$ cat config.mk
export PLATFORM = sky130hd
export DESIGN_NAME = pulse_train_sequencer_flat
export DESIGN_NICKNAME = d
export VERILOG_FILES = /design/src/rtl/pulse_train_sequencer_if.sv /design/src/rtl/pulse_train_sequencer.sv /design/src/flat_wrapper.sv
export SDC_FILE = /design/constraint.sdc
export NUM_CORES = 1
export LEC_CHECK = 0
export ABC_AREA = 1
export BUFFER_PORTS_ARGS = -buffer_cell sky130_fd_sc_hd__buf_2
export CORE_UTILIZATION = 63
export DETAILED_ROUTE_END_ITERATION = 12
export PLACE_DENSITY = 0.85
export SYNTH_ARGS = -nofsm -noshare
export SYNTH_HDL_FRONTEND = slang
export SYNTH_SLANG_ARGS = --single-unit
$ cat constraint.sdc
create_clock -name clk -period 4.6 [get_ports clk]
set_input_delay 0.92 -clock clk [delete_from_list [all_inputs] [get_ports clk]]
set_output_delay 0.92 -clock clk [all_outputs]
set_load 0.03 [all_outputs]
$ cat src/rtl/pulse_train_sequencer_if.sv
// Control/serializer-side signal bundle for the pulse train sequencer.
// master = control register block + serializer side; slave = sequencer.
interface pulse_train_sequencer_if;
    logic        start_i;
    logic [10:0] pulse_width_i;
    logic [10:0] pulse_num_i;
    logic [15:0] gap_us_i;
    logic        abort_i;
    logic [7:0]  word_o;
    logic        busy_o;
    logic        done_o;
    logic [10:0] pulse_cnt_o;

    modport master (
        output start_i, pulse_width_i, pulse_num_i, gap_us_i, abort_i,
        input  word_o, busy_o, done_o, pulse_cnt_o
    );

    modport slave (
        input  start_i, pulse_width_i, pulse_num_i, gap_us_i, abort_i,
        output word_o, busy_o, done_o, pulse_cnt_o
    );
endinterface

$ cat src/rtl/pulse_train_sequencer.sv
// Builds per-cycle parallel words for an 8:1 DDR serializer so the output pin
// carries a train of pulses of configurable width, count and microsecond gap.
module pulse_train_sequencer #(
    parameter int unsigned CLK_PER_US = 125,
    parameter int unsigned WORD_W     = 8
) (
    input logic                    clk,
    input logic                    rst,
    pulse_train_sequencer_if.slave bus
);

    typedef enum logic [2:0] {StIdle, StHigh, StTail, StGap, StDone} state_e;

    localparam logic [7:0]        PreMax  = 8'(CLK_PER_US - 1);
    localparam logic [WORD_W-1:0] AllOnes = '1;

    state_e              state_q, state_d;
    logic [WORD_W-1:0]   word_q, word_d;
    logic                busy_q, busy_d;
    logic                done_q, done_d;
    logic [10:0]         cnt_q, cnt_d;
    logic [7:0]          wcnt_q, wcnt_d;
    logic [7:0]          pre_q, pre_d;
    logic [15:0]         us_q, us_d;
    logic [10:0]         width_q, width_d;
    logic [10:0]         num_q, num_d;
    logic [15:0]         gap_q, gap_d;
    logic                pulse_begin, pulse_end;

    always_comb begin
        state_d     = state_q;
        cnt_d       = cnt_q;
        wcnt_d      = wcnt_q;
        pre_d       = pre_q;
        us_d        = us_q;
        width_d     = width_q;
        num_d       = num_q;
        gap_d       = gap_q;
        pulse_begin = 1'b0;
        pulse_end   = 1'b0;
        word_d      = '0;
        busy_d      = 1'b0;
        done_d      = 1'b0;

        unique case (state_q)
            StIdle: begin
                if (bus.start_i && !bus.abort_i) begin
                    width_d = bus.pulse_width_i;
                    num_d   = bus.pulse_num_i;
                    gap_d   = bus.gap_us_i;
                    cnt_d   = '0;
                    if (bus.pulse_width_i == '0 || bus.pulse_num_i == '0) begin
                        state_d = StDone;
                    end else begin
                        pulse_begin = 1'b1;
                    end
                end
            end
            StHigh: begin
                // wcnt_q counts FF words emitted including the current one
                if (wcnt_q == width_q[10:3]) begin
                    if (width_q[2:0] != '0) state_d = StTail;
                    else                    pulse_end = 1'b1;
                end else begin
                    wcnt_d = wcnt_q + 8'd1;
                end
            end
            StTail: pulse_end = 1'b1;
            StGap: begin
                if (gap_q == '0 || (us_q == gap_q - 16'd1 && pre_q == PreMax)) begin
                    pulse_begin = 1'b1;
                end else if (pre_q == PreMax) begin
                    pre_d = '0;
                    us_d  = us_q + 16'd1;
                end else begin
                    pre_d = pre_q + 8'd1;
                end
            end
            StDone:  state_d = StIdle;
            default: state_d = StIdle;
        endcase

        if (pulse_end) begin
            cnt_d   = cnt_q + 11'd1;
            state_d = (cnt_d == num_q) ? StDone : StGap;
            pre_d   = '0;
            us_d    = '0;
        end

        if (pulse_begin) begin
            if (width_d[10:3] != '0) begin
                state_d = StHigh;
                wcnt_d  = 8'd1;
            end else begin
                state_d = StTail;
            end
        end

        // Abort overrides any pulse completion happening in the same cycle
        if (bus.abort_i && (state_q == StHigh || state_q == StTail || state_q == StGap)) begin
            state_d = StIdle;
            cnt_d   = cnt_q;
        end

        unique case (state_d)
            StHigh:  word_d = AllOnes;
            StTail:  word_d = ~(AllOnes << width_d[2:0]);
            default: word_d = '0;
        endcase
        busy_d = (state_d == StHigh) || (state_d == StTail) || (state_d == StGap);
        done_d = (state_d == StDone);
    end

    always_ff @(posedge clk) begin
        if (rst) begin
            state_q <= StIdle;
            word_q  <= '0;
            busy_q  <= 1'b0;
            done_q  <= 1'b0;
            cnt_q   <= '0;
            wcnt_q  <= '0;
            pre_q   <= '0;
            us_q    <= '0;
            width_q <= '0;
            num_q   <= '0;
            gap_q   <= '0;
        end else begin
            state_q <= state_d;
            word_q  <= word_d;
            busy_q  <= busy_d;
            done_q  <= done_d;
            cnt_q   <= cnt_d;
            wcnt_q  <= wcnt_d;
            pre_q   <= pre_d;
            us_q    <= us_d;
            width_q <= width_d;
            num_q   <= num_d;
            gap_q   <= gap_d;
        end
    end

    assign bus.word_o      = word_q;
    assign bus.busy_o      = busy_q;
    assign bus.done_o      = done_q;
    assign bus.pulse_cnt_o = cnt_q;

endmodule
$ cat src/flat_wrapper.sv
// flat-port wrapper written by rule: the top's interface ports become plain ports
module pulse_train_sequencer_flat 
#(
    parameter int unsigned CLK_PER_US = 125,
    parameter int unsigned WORD_W     = 8
)
  (clk, rst, bus_start_i, bus_pulse_width_i, bus_pulse_num_i, bus_gap_us_i, bus_abort_i, bus_word_o, bus_busy_o, bus_done_o, bus_pulse_cnt_o);
  pulse_train_sequencer_if bus_i ();
  input logic clk;
  input logic rst;
  input wire logic [$bits(bus_i.start_i)-1:0] bus_start_i;
  input wire logic [$bits(bus_i.pulse_width_i)-1:0] bus_pulse_width_i;
  input wire logic [$bits(bus_i.pulse_num_i)-1:0] bus_pulse_num_i;
  input wire logic [$bits(bus_i.gap_us_i)-1:0] bus_gap_us_i;
  input wire logic [$bits(bus_i.abort_i)-1:0] bus_abort_i;
  output wire logic [$bits(bus_i.word_o)-1:0] bus_word_o;
  output wire logic [$bits(bus_i.busy_o)-1:0] bus_busy_o;
  output wire logic [$bits(bus_i.done_o)-1:0] bus_done_o;
  output wire logic [$bits(bus_i.pulse_cnt_o)-1:0] bus_pulse_cnt_o;
  assign bus_i.start_i = bus_start_i;
  assign bus_i.pulse_width_i = bus_pulse_width_i;
  assign bus_i.pulse_num_i = bus_pulse_num_i;
  assign bus_i.gap_us_i = bus_gap_us_i;
  assign bus_i.abort_i = bus_abort_i;
  assign bus_word_o = bus_i.word_o;
  assign bus_busy_o = bus_i.busy_o;
  assign bus_done_o = bus_i.done_o;
  assign bus_pulse_cnt_o = bus_i.pulse_cnt_o;
  pulse_train_sequencer #(.CLK_PER_US(CLK_PER_US), .WORD_W(WORD_W)) u_core (.clk(clk), .rst(rst), .bus(bus_i));
endmodule
==> results.md <==
Outcome:
- The flow ran to the end, and the final reports show no timing, DRC or antenna violations.

Global route:
- The largest net degree at the start of global routing is 46.
- The global-route usage over all layers is 31.6%.
- The initial antenna violation count is 1.
- The first global-routing pass estimated 22,100 um of wire.
- The total overflow left after global routing is 0.
- The number of global-route vias before repair came to 4,945.

Clocking:
- CTS saw 94 sinks.
- The number of clock buffers inserted by TritonCTS is 9.
- The clock slew seen by the registers of the worst setup and hold paths is 90 ps.
- The clock tree root buffer cell is sky130_fd_sc_hd__clkbuf_8.
- The number of gates resized after CTS was 0.
- The clock latency of the later-clocked register in the worst-skew pair is 360 ps.
- TritonCTS built the clock tree.
- The number of setup buffers added after CTS is 0.
- The number of hold buffers added after cts is 0.
- The maximum count of clock buffers along a single path is 2.
- In this run the number of H-tree levels came out at 3.

Layout:
- The area added between synthesis and finish is 10.8%.
- The filler cells instantiated in the layout total 637.
- The antenna diode count is 0.
- The post-route netlist has 12.5% of its cells at a drive strength greater than 1.
- The number of nets in the layout is 900.
- The multi-input combinational cells in the finished layout cover a total of 2910 um^2.
- In the final layout, flip-flops and latches occupy 1880 um^2.
- At the end of the flow the core is filled with cells to 73.9%.

STA:
- The final-report hold violation count is 0.
- The tightest slew margin relative to the limit is 45.5%.
- The final count of pins violating max slew is 0.
- The setup violation total in the final timing report is 0.
- Setup repair after global routing left no endpoint under its margin.
- The share of the clock period used by the worst path is 65.2%.
- The worst clock skew is 8.82 ps.
- The clock period could shrink to 3000 ps.
- The highest attainable clock frequency is 334 MHz.
- Adding up every negative setup slack in the final design gives 0 ps.
- The tightest hold path in the finished design has a slack of 479 ps.
- The worst-margin pin slew is 814 ps.

Logic synthesis:
- In this run, synthesis produced a sequential element count of 94.
- The most used flip-flop cell after synthesis is sky130_fd_sc_hd__dfxtp_1.
- The number of nets handed over by synthesis was 847.
- Counting instances in the post-synthesis netlist gives the leading cell types as sky130_fd_sc_hd__nand2_1 (201), sky130_fd_sc_hd__inv_1 (99), sky130_fd_sc_hd__nor2_1 (98).
- sky130_fd_sc_hd__nand2_1 is the most common cell in the netlist.
- The top-area cell type share of the netlist area is 35.8%.
- During synthesis, Yosys emitted a total of 0 warnings.
- Synthesis handed over a netlist of 799 instances.
- In the post-synthesis netlist, the biggest area contributors are sky130_fd_sc_hd__dfxtp_1 (36%), sky130_fd_sc_hd__nand2_1 (14%), sky130_fd_sc_hd__inv_1 (7.1%).
- The total standard cell area after synthesis is 5260 um^2.
- The register area share after synthesis is 35.8%.
- The number of flops mapped to enable cells by yosys is 0.
- A synthesized cell averages 6.58 um^2.
- The synthesized netlist contains 38 unique library cells.
- In the synthesized netlist the async set-or-reset flop fraction comes to 0%.
- Summed over all instances, the cell type with the most area after synthesis is sky130_fd_sc_hd__dfxtp_1.

Power:
- The portion of total power attributed to the clock network is 22.2%.
- The switching share of power is 41.7%.
- IR analysis of the VDD net gives a maximum drop of 0.446 mV.
- The internal power of the cells totals 1.59 mW.
- For this design the static power due to leakage is 2.60 nW.
- The areal power density over the cells is 467 nW/um^2.
- Combinational logic burns 40.8% of the power.
- In this run the power spent charging and discharging nets is 1.13 mW.
- The design draws 2.72 mW.
- Sequential cells account for 37.0% of the total power.

Placed design:
- The HPWL after detailed placement is 9680 um.
- The count of buffers added on input and output ports is 62.
- The global placement routability congestion is 0.949.

Worst setup path:
- In this run the worst path has a maximum fanout of 10.
- Data on the critical path is required at its endpoint by 4860 ps.
- The worst setup path is launched from a register.
- The critical setup path kind is reg2reg.
- The data arrival time of the worst path is 3250 ps.
- The category of the worst setup path capture point is a register.

Detailed routing:
- The detail route stage leaves a number of antenna-violating nets equal to 0.
- The number of DRC markers after the initial detailed-route iteration is 372.
- For this block, the routed nets add up to 12,900 um of wire.
- The number of detailed-routing iterations run before antenna repair is 5.
- The number of design rule violations left after detail routing is 0.
- In the final routed layout, each cell accounts on average for 13.4 um.
- The via count is 5,189.
- The per-cell via count in the routed design is 5.42.

Floorplan:
- The die covers 8720 um^2.
- The number of rows created at floorplan is 32.
- The x dimension of the die is 93.4 um.
- The effective utilization at floorplan is 66.7%.
- After floorplanning, the core was sized to cover 7890 um^2.
- During I/O placement, the number of pins put on the boundary was 63.
- The die height is 93.4 um.

Worst hold path:
- The class of the tightest hold or removal check is reg2reg.

Flow run:
- The number of maximum-capacitance constraint violations is 0.
through the flow:
stage / cells / worst slack, ps / instance area (um^2)
3_3_place_gp: 943 / 1510 / 5620
3_5_place_dp: 943 / 1340 / 5620
4_1_cts: 958 / 1650 / 5830
5_1_grt: 958 / 1320 / 5830
2_1_floorplan: 799 / 2130 / 5260
6_report: 958 / 1600 / 5830
cells in the final DEF, fill, tap and decap left out, types with 19 or more instances in the layout:
cell type,Yosys,final
sky130_fd_sc_hd__o21ai_0,37,37
sky130_fd_sc_hd__dfxtp_1,94,94
sky130_fd_sc_hd__nor2_1,98,98
sky130_fd_sc_hd__a21oi_1,59,59
sky130_fd_sc_hd__nor3_1,24,24
sky130_fd_sc_hd__inv_1,99,99
sky130_fd_sc_hd__nand3_1,53,53
sky130_fd_sc_hd__nand4_1,19,19
sky130_fd_sc_hd__buf_2,2,62
sky130_fd_sc_hd__nand2_1,201,201
layout make-up:
type | count | area share, %
inverter | 100 | 6.44
sequential | 94 | 32.3
tap | 102 | 2.19
multi-input combinational | 584 | 50.0
clock buffer | 10 | 2.19
timing repair buffer | 63 | 5.45
clock inverter | 5 | 1.44
sequential cells by signal, summed over array words and instances, names as in the netlist, 3 cells and up:
name                    cells
u_core.us_q                16
u_core.state_q              3
u_core.pre_q                8
u_core.width_q             11
u_core.num_q               11
u_core.gap_q               16
u_core.wcnt_q               8
u_core.bus.pulse_cnt_o     11
u_core.bus.word_o           8
final timing paths:
kind / slack (ps) / end / cells after the start / startpoint
setup / recovery: 1600 / u_core.bus.word_o[5]$_SDFF_PP0_ / 18 / u_core.bus.pulse_cnt_o[0]$_SDFFE_PP0P_
hold / removal: 480 / u_core.num_q[6]$_SDFFE_PP0P_ / 2 / u_core.num_q[6]$_SDFFE_PP0P_
setup reg to reg: 1600 / u_core.bus.word_o[5]$_SDFF_PP0_ / 18 / u_core.bus.pulse_cnt_o[0]$_SDFFE_PP0P_
hold reg to reg: 480 / u_core.num_q[6]$_SDFFE_PP0P_ / 2 / u_core.num_q[6]$_SDFFE_PP0P_
power by group through the flow:
stage          logic [mW]  registers (mW)  clock network [mW]
6_report             1.11            1.01               0.604
3_3_place_gp         1.04            1.02                   0
5_1_grt              1.25            1.02               0.639
2_1_floorplan       0.810            1.06                   0
4_1_cts              1.10            1.00               0.605
3_5_place_dp         1.09            1.02                   0
cell families (layout without fill, tap and decap cells):
kind of cell / after synthesis / after routing / synth area share, %
compound gates: 103 / 103 / 10.4
xor+xnor: 32 / 32 / 5.33
fa+ha+maj: 6 / 6 / 1.43
buf+inv: 121 / 178 / 8.83
flops: 94 / 94 / 35.8
mux: 9 / 9 / 1.71
simple gates: 434 / 434 / 36.5
routing by layer:
metal	track usage [%]	vias to the layer above	share of wire, %
met1	39.6	2358	45
li1	-	2656	-
met2	54.0	148	48
met4	10.3	0	2.0
met3	6.50	27	5.7
met5	0	-	0
worst max-delay path: stages (launching register included):
cell,delay (ps)
sky130_fd_sc_hd__dfxtp_1,580
sky130_fd_sc_hd__ha_1,320
sky130_fd_sc_hd__nand2_1,120
sky130_fd_sc_hd__nor2_2,160
sky130_fd_sc_hd__nand2_1,170
sky130_fd_sc_hd__o21bai_2,210
sky130_fd_sc_hd__nand2_1,80
sky130_fd_sc_hd__nand2_1,60
sky130_fd_sc_hd__nand2_1,60
sky130_fd_sc_hd__nor2_1,90
sky130_fd_sc_hd__nand2_1,50
sky130_fd_sc_hd__nor2_1,120
sky130_fd_sc_hd__nand3_1,150
sky130_fd_sc_hd__nand2_1,140
sky130_fd_sc_hd__nand3_2,140
sky130_fd_sc_hd__nand3_4,140
sky130_fd_sc_hd__nor2_2,50
sky130_fd_sc_hd__nand3_1,150
sky130_fd_sc_hd__nand2_1,80
(Power assumes the default switching activity.)
